`src/rtl/control_arb_pkg.sv`:
```
// control_arb_pkg: state codes and default sizes shared by control_arb and contador_cond.
package control_arb_pkg;
    localparam int N_CH     = 4;
    localparam int UMBRAL_W = 3;
    typedef enum logic [3:0] {
        S_RESET  = 4'd0,
        S_INIT   = 4'd1,
        S_ERROR  = 4'd2,
        S_IDLE   = 4'd4,
        S_ACTIVE = 4'd8
    } state_t;
endpackage

```
`src/rtl/rr_arb4.sv`:
```
// rr_arb4: 4-way round-robin grant; search starts one past the last granted channel.
module rr_arb4 (
    input  logic       clk,
    input  logic       rst,
    input  logic [3:0] req,
    input  logic       enable,
    output logic [3:0] grant,
    output logic [1:0] idx
);
    logic [1:0] ptr;
    logic [1:0] c;
    logic       found;
    always_comb begin
        idx   = ptr;
        found = 1'b0;
        c     = '0;
        for (int k = 1; k <= 4; k++) begin
            c = ptr + 2'(k);
            if (!found && req[c]) begin
                found = 1'b1;
                idx   = c;
            end
        end
        grant = (enable && found) ? (4'b0001 << idx) : 4'b0000;
    end
    // Pointer resets to 3 so channel 0 wins first; it only moves on a real grant.
    always_ff @(posedge clk or negedge rst)
        if (!rst) ptr <= 2'd3;
        else if (|grant) ptr <= idx;
endmodule

```
`src/rtl/control_arb.sv`:
```
// control_arb: input-FIFO read arbiter with INIT/IDLE/ACTIVE/ERROR control FSM.
module control_arb #(
    parameter int UMBRAL_W = control_arb_pkg::UMBRAL_W,
    parameter int N_CH     = control_arb_pkg::N_CH
) (
    input  logic                clk,
    input  logic                rst,
    input  logic                init,
    input  logic [UMBRAL_W-1:0] umbral_alto_in,
    input  logic [UMBRAL_W-1:0] umbral_bajo_in,
    input  logic [N_CH-1:0]     fifo_empty,
    input  logic [N_CH-1:0]     fifo_error,
    input  logic                out_almost_full,
    output logic [3:0]          Estado,
    output logic [UMBRAL_W-1:0] umbral_alto,
    output logic [UMBRAL_W-1:0] umbral_bajo,
    output logic [N_CH-1:0]     pop,
    output logic [1:0]          sel_out,
    output logic                push_out,
    output logic                idle_out,
    output logic                active_out,
    output logic                error_out
);
    import control_arb_pkg::*;
    state_t     state, next;
    logic       any_err, enable;
    logic [1:0] idx;
    assign any_err = |fifo_error;
    always_ff @(posedge clk or negedge rst)
        if (!rst) state <= S_RESET;
        else state <= next;
    always_comb begin
        next = state;
        case (state)
            S_RESET:  next = S_INIT;
            S_INIT:   next = init ? S_INIT : (umbral_bajo_in >= umbral_alto_in) ? S_ERROR : S_IDLE;
            S_IDLE:   next = any_err ? S_ERROR : init ? S_INIT : (~&fifo_empty) ? S_ACTIVE : S_IDLE;
            S_ACTIVE: next = any_err ? S_ERROR : init ? S_INIT : (&fifo_empty) ? S_IDLE : S_ACTIVE;
            S_ERROR:  next = S_ERROR;
            default:  next = S_RESET;
        endcase
    end
    always_comb begin
        Estado     = state;
        idle_out   = state == S_IDLE;
        active_out = state == S_ACTIVE;
        error_out  = state == S_ERROR;
        enable     = active_out && !out_almost_full && !init && !any_err;
    end
    rr_arb4 u_rr (
        .clk    (clk),
        .rst    (rst),
        .req    (~fifo_empty),
        .enable (enable),
        .grant  (pop),
        .idx    (idx)
    );
    always_ff @(posedge clk or negedge rst)
        if (!rst) begin
            umbral_alto <= '0;
            umbral_bajo <= '0;
            push_out    <= 1'b0;
            sel_out     <= 2'd0;
        end else begin
            if (state == S_INIT) begin
                umbral_alto <= umbral_alto_in;
                umbral_bajo <= umbral_bajo_in;
            end
            push_out <= |pop;
            if (|pop) sel_out <= idx;
        end
endmodule

```
`config.mk`:
```
export PLATFORM = sky130hd
export DESIGN_NAME = control_arb
export DESIGN_NICKNAME = d
export VERILOG_FILES = /design/src/rtl/control_arb_pkg.sv /design/src/rtl/rr_arb4.sv /design/src/rtl/control_arb.sv
export SDC_FILE = /design/constraint.sdc
export NUM_CORES = 1
export LEC_CHECK = 0
export BUFFER_PORTS_ARGS = -buffer_cell sky130_fd_sc_hd__buf_2
export CAP_MARGIN = 30
export CORE_MARGIN = 2
export CORE_UTILIZATION = 46
export CTS_CLUSTER_DIAMETER = 100
export DETAILED_ROUTE_END_ITERATION = 8
export PLACE_DENSITY = 0.86
export SLEW_MARGIN = 15
export SYNTH_ARGS = -nofsm -noshare
export SYNTH_HDL_FRONTEND = slang
export SYNTH_SLANG_ARGS = --single-unit
```
`constraint.sdc`:
```
create_clock -name clk -period 1.65 [get_ports clk]
set_input_delay 0.0825 -clock clk [delete_from_list [all_inputs] [get_ports clk]]
set_output_delay 0.0825 -clock clk [all_outputs]
set_load 0.02 [all_outputs]
```
## Word-level counts from Yosys, hierarchy flattened

Index checks and enable logic that the tools add are counted.

| storage, ports and cells | value |
|---|---|
| logic and storage cells | 61 |
| register bits | 15 |

| cells by class | value |
|---|---|
| $lt $le $gt $ge | 5 |
| muxes and demuxes | 23 |
| reductions and logical operators | 18 |
| add/subtract/negate cells | 3 |
| shifts and indexed selects | 1 |
| eq/ne operators | 4 |
| bitwise operators | 1 |

Operators by type and width:

| kind | number |
|---|---|
| 4-bit 2-to-1 mux | 4 |
| 4-bit case mux with 4 select lines | 1 |
| 2-bit by 3-bit less-than comparator with 1-bit output (second input constant) | 4 |
| 1-bit binary-select mux with 2-bit select | 4 |
| 1-bit 2-to-1 mux | 8 |
| 2-bit 2-to-1 mux | 4 |
| 4-bit OR reduction | 2 |
| 1-bit logical AND | 7 |
| 1-bit zero test | 6 |
| 3-bit 2-to-1 mux | 2 |
| 2-bit adder (second input constant) | 2 |
| 4-bit by 1-bit == test with 1-bit output (second input constant) | 1 |
| 4-bit by 2-bit == test with 1-bit output (second input constant) | 1 |
| 4-bit by 3-bit == test with 1-bit output (second input constant) | 1 |
| 4-bit == test (second input constant) | 1 |
| 4-bit zero test | 1 |
| 4-bit NOT | 1 |
| 4-bit AND reduction | 1 |
| 1-bit by 2-bit << shifter with 4-bit output (first input constant) | 1 |
| 3-bit >= comparator | 1 |
| 2-bit by 1-bit adder with 2-bit output (second input constant) | 1 |
| 2-bit OR reduction | 1 |

## Depth between registers and ports, before layout

| depth | value |
|---|---|
| depth in word-level cells | 16 |
| depth in mapped cells | 6 |
| depth with buffers taken out | 6 |

## By module

A second synthesis with hierarchy kept.

| unflattened totals | value |
|---|---|
| cells, all modules | 92 |
| area, all modules | 962.2 um2 |

Modules (own cells, without submodules):

| module | area each (um2) | seq. area each (um2) | cells each | times used |
|---|---|---|---|---|
| control_arb | 734.5 | 325.3 | 68 | 1 |
| rr_arb4 | 227.7 | 52.6 | 24 | 1 |

## Worst setup path before layout

OpenSTA, ideal clock, no wires.

| timing | value |
|---|---|
| kind | register to output |
| from | reg state[0] (netlist: Estado[0]) |
| to | out pop[3] |
| slack | -0.259 ns |
| cell stages (with the launch flop) | 7 |
| arrival | 1.827 ns |
| cells stage by stage | dfrtp_1 buf_2 nor4b_4 and4b_1 buf_4 nand2b_1 nor2b_1 |

| on the way | value |
|---|---|
| word-level cells in the longest chain between the ends | 6 |

RTL lines:

| item | RTL line | text |
|---|---|---|
| from (decl) | control_arb.sv:25 | `state_t state, next;` |
| from (signal assigned) | control_arb.sv:31 | `else state <= next;` |
| 4-bit == test | control_arb.sv:46 | `active_out = state == S_ACTIVE;` |
| named net active_out | control_arb.sv:21 | `output logic active_out,` |
| 1-bit logical AND (3 in series) | control_arb.sv:48 | `enable = active_out && !out_almost_full && !init && !any_err;` |
| 1-bit logical AND | rr_arb4.sv:24 | `grant = (enable && found) ? (4'b0001 << idx) : 4'b0000;` |
| 4-bit 2-to-1 mux | rr_arb4.sv:24 |  |
| to (decl) | control_arb.sv:17 | `output logic [N_CH-1:0] pop,` |

The timed path passes the listed nets, and every way through them passes these cells.

## Worst setup path after layout

| timing | value |
|---|---|
| from | reg state[0] (netlist: Estado[0]) |
| to | out pop[1] |

| on the way | value |
|---|---|
| word-level cells in the longest chain between the ends | 6 |

RTL lines:

| item | RTL line |
|---|---|
| 4-bit == test | control_arb.sv:46 |
| 1-bit logical AND (3 in series) | control_arb.sv:48 |
| 1-bit logical AND | rr_arb4.sv:24 |
| 4-bit 2-to-1 mux | rr_arb4.sv:24 |

Every way passes these cells.

==> impl_metrics.env <==
export IMPL_seq_area_um2=380.4
export IMPL_cts_buffers=3
export IMPL_drt_iter0_markers=8
export IMPL_track_usage_pct=20.88
export IMPL_crit_family="simple AND/OR/NAND/NOR gates"
export IMPL_cts_max_level=1
export IMPL_synth_cells=86
export IMPL_postRouteAntennaNets=0
export IMPL_final_cell_mix="buf_2, dfrtp_1, buf_4, inv_1, mux2_2"
export IMPL_fillerInstances=163
export IMPL_intPower_mw=0.9608
export IMPL_async_reset_ff_share_pct=100.0
export IMPL_finalPower_mw=1.595
export IMPL_vias=822
export IMPL_crit_chain="nor4b_4 > and4b_2 > nand2_4 > nor2b_4 > buf_6"
export IMPL_p_comb_share_pct=52.2
export IMPL_finalSetupViolCount=5
export IMPL_syn_area_um2=913.4
export IMPL_clk_latency_ns=0.28
export IMPL_fmax_ghz=0.5578
export IMPL_ys_types=36
export IMPL_leakagePower_nw=0.6564
export IMPL_criticalPathCategory="register to output pin"
export IMPL_die_area_um2=2358
export IMPL_path_buf_inv=1
export IMPL_clockBufferDepth=2
export IMPL_sw_frac_of_total_pct=39.75
export IMPL_tightest_slew_ns=0.3410
export IMPL_pwr_share_seq_pct=34.5
export IMPL_final_max_slew_viol_count=0
export IMPL_layout_commonest_cell="buf_2"
export IMPL_arrival_ns=1.71
export IMPL_place_inst=152
export IMPL_via_per_inst=5.106
export IMPL_initial_core_util_pct=47.53
export IMPL_final_layout_size_suffix_gt1_share_pct=57.46
export IMPL_status="finished, violations left"
export IMPL_fin_crit_sh_pct=108.7
export IMPL_cp_slowest_cell="dfrtp_2"
export IMPL_cp_data_required_time_ns=1.57
export IMPL_hpwl_um=1580
export IMPL_power_density_nw_per_um2=1210
export IMPL_yosysTopAreaCell="dfrtp_1"
export IMPL_cts_root_buffer="clkbuf_4"
export IMPL_synth_area_per_cell_um2=10.62
export IMPL_core_area_um2=1922
export IMPL_grt_pass1_wl_um=3795
export IMPL_clockPowerShare_pct=13.4
export IMPL_synth_top_area_share_pct=35.62
export IMPL_switchingPower_mw=0.6339
export IMPL_fin_crit_ns=1.793
export IMPL_yosysWarningCount=0
export IMPL_grtUsageMet2_pct=34.72
export IMPL_portBuffers=37
export IMPL_cts_sinks=15
export IMPL_ios=38
export IMPL_cts_tree="yes"
export IMPL_crit_fanout=3
export IMPL_n_antenna_cell=0
export IMPL_violations="negative setup slack"
export IMPL_grt_max_degree=16
export IMPL_final_cells=161
export IMPL_first_global_vias=864
export IMPL_met3_usage_pct=4.630
export IMPL_syn2layout_area_growth_pct=44.25
export IMPL_die_h_um=48.56
export IMPL_seq_area_frac_synth_pct=41.37
export IMPL_vdd_ir_drop_max_uv=1040
export IMPL_post_drt_wl_per_cell_um=13.35
export IMPL_synth_area_leaders="dfrtp_1, mux2_2, dfstp_2"
export IMPL_multi_input_area_um2=544.3
export IMPL_drt_wl_total_um=2149
export IMPL_finClkSkew_ns=0.004242
export IMPL_clk_pin_slew_ns=0.09
export IMPL_drtPass1Iterations=2
export IMPL_syn_nets=107
export IMPL_hold_viol=0
export IMPL_cp_end_kind="output pin"
export IMPL_maxCapViolCount=0
export IMPL_met1_usage_pct=25.40
export IMPL_gp_congestion=0.8042
export IMPL_busiest_layer="met2"
export IMPL_antenna_found_initial=0
export IMPL_drc_errors=0
export IMPL_final_core_util_pct=68.55
export IMPL_ys_flop_type="dfrtp_1"
export IMPL_fin_nets=156
export IMPL_setup_slack_ns=-0.1429
export IMPL_synth_edf_count=0
export IMPL_overflow=0
export IMPL_max_stage_delay_ns=0.44
export IMPL_ys_ff_latch=15
export IMPL_rows=16
export IMPL_rsz0062_at_grt="yes"
export IMPL_die_w_um=48.56
export IMPL_slew_headroom_pct=77.27
export IMPL_hp_class="primary input to register"
export IMPL_startpoint_type="register"
-- synthesized netlist by cell type (3+ instances only) --
library cell / instances
a21oi_1: 3
mux2_2: 6
nor3_1: 3
ha_1: 3
inv_1: 7
nand3_1: 3
dfrtp_1: 13
nor2b_1: 4
nor2_1: 7
o21ai_0: 4
-- per-layer routing --
layer,vias to the layer above,part of all wire (%)
met4,0,3.5
met5,-,0
met3,9,3.8
met2,23,50
met1,388,43
li1,402,-
-- kinds of logic after synthesis --
logic type               Yosys count  share of synthesized area, %
flip-flops                        15                         41.37
AO/OA/AOI/OAI                     15                         11.51
XOR/XNOR                           1                        0.9591
multiplexers                       9                         10.96
buffers and inverters             12                         6.849
AND/OR/NAND/NOR                   30                         23.15
adder cells (fa/ha/maj)            4                         5.206
-- cell type report --
class                      instances  area share (%)
multi-input combinational         59           41.31
sequential                        15           28.87
timing repair buffer              49           22.98
tap                               27           2.564
inverter                           7           1.994
clock buffer                       3           1.709
clock inverter                     1          0.5698
-- worst paths after layout --
path | slack (ns) | end | cells after the start | from
max reg2reg | -0.08 | sel_out[0] | 5 | Estado[0]
min reg2reg | 0.51 | umbral_alto[2] | 1 | umbral_alto[2]
min in group asynchronous | 0.22 | umbral_bajo[0] | 2 | rst
max | -0.14 | pop[1] | 5 | Estado[0]
min | 0.03 | Estado[2] | 2 | init
max in group asynchronous | 1.13 | u_rr.ptr[0] | 2 | rst
-- registers in the layout, summed over array words and instances, names as in the netlist --
name / cells
Estado: 4
push_out: 1
u_rr.ptr: 2
sel_out: 2
umbral_alto: 3
umbral_bajo: 3
-- through the flow --
| step | hold slack (ns) | setup slack (ns) | TNS (ns) | cell area [um2] |
|---|---|---|---|---|
| 2_1_floorplan | -0.2131 | -0.1396 | -0.6608 | 964.7 |
| 6_report | 0.03277 | -0.1429 | -0.5513 | 1318 |
| 5_1_grt | 0.006790 | -0.2318 | -1.035 | 1318 |
| 4_1_cts | 0.009541 | -0.1037 | -0.4252 | 1294 |
| 3_5_place_dp | -0.001806 | 0.04436 | 0 | 1187 |
| 3_3_place_gp | -0.004082 | 0.08154 | 0 | 1187 |
-- power by group through the flow --
stage / registers (mW) / clock network [mW] / logic [mW]
floorplan: 0.676 / 0 / 0.470
finish: 0.550 / 0.213 / 0.832
global placement: 0.547 / 0 / 0.802
detailed placement: 0.559 / 0 / 0.818
CTS: 0.551 / 0.222 / 0.828
global route: 0.562 / 0.247 / 0.904
-- timing repair --
action,in CTS,in global routing
gates resized for setup,15,3
endpoints found under the setup margin,4,6
buffers inserted,3,1
hold endpoints to repair,15,0
hold buffers,1,0
pin swaps,2,1
Power figures use the tool's default switching activity.
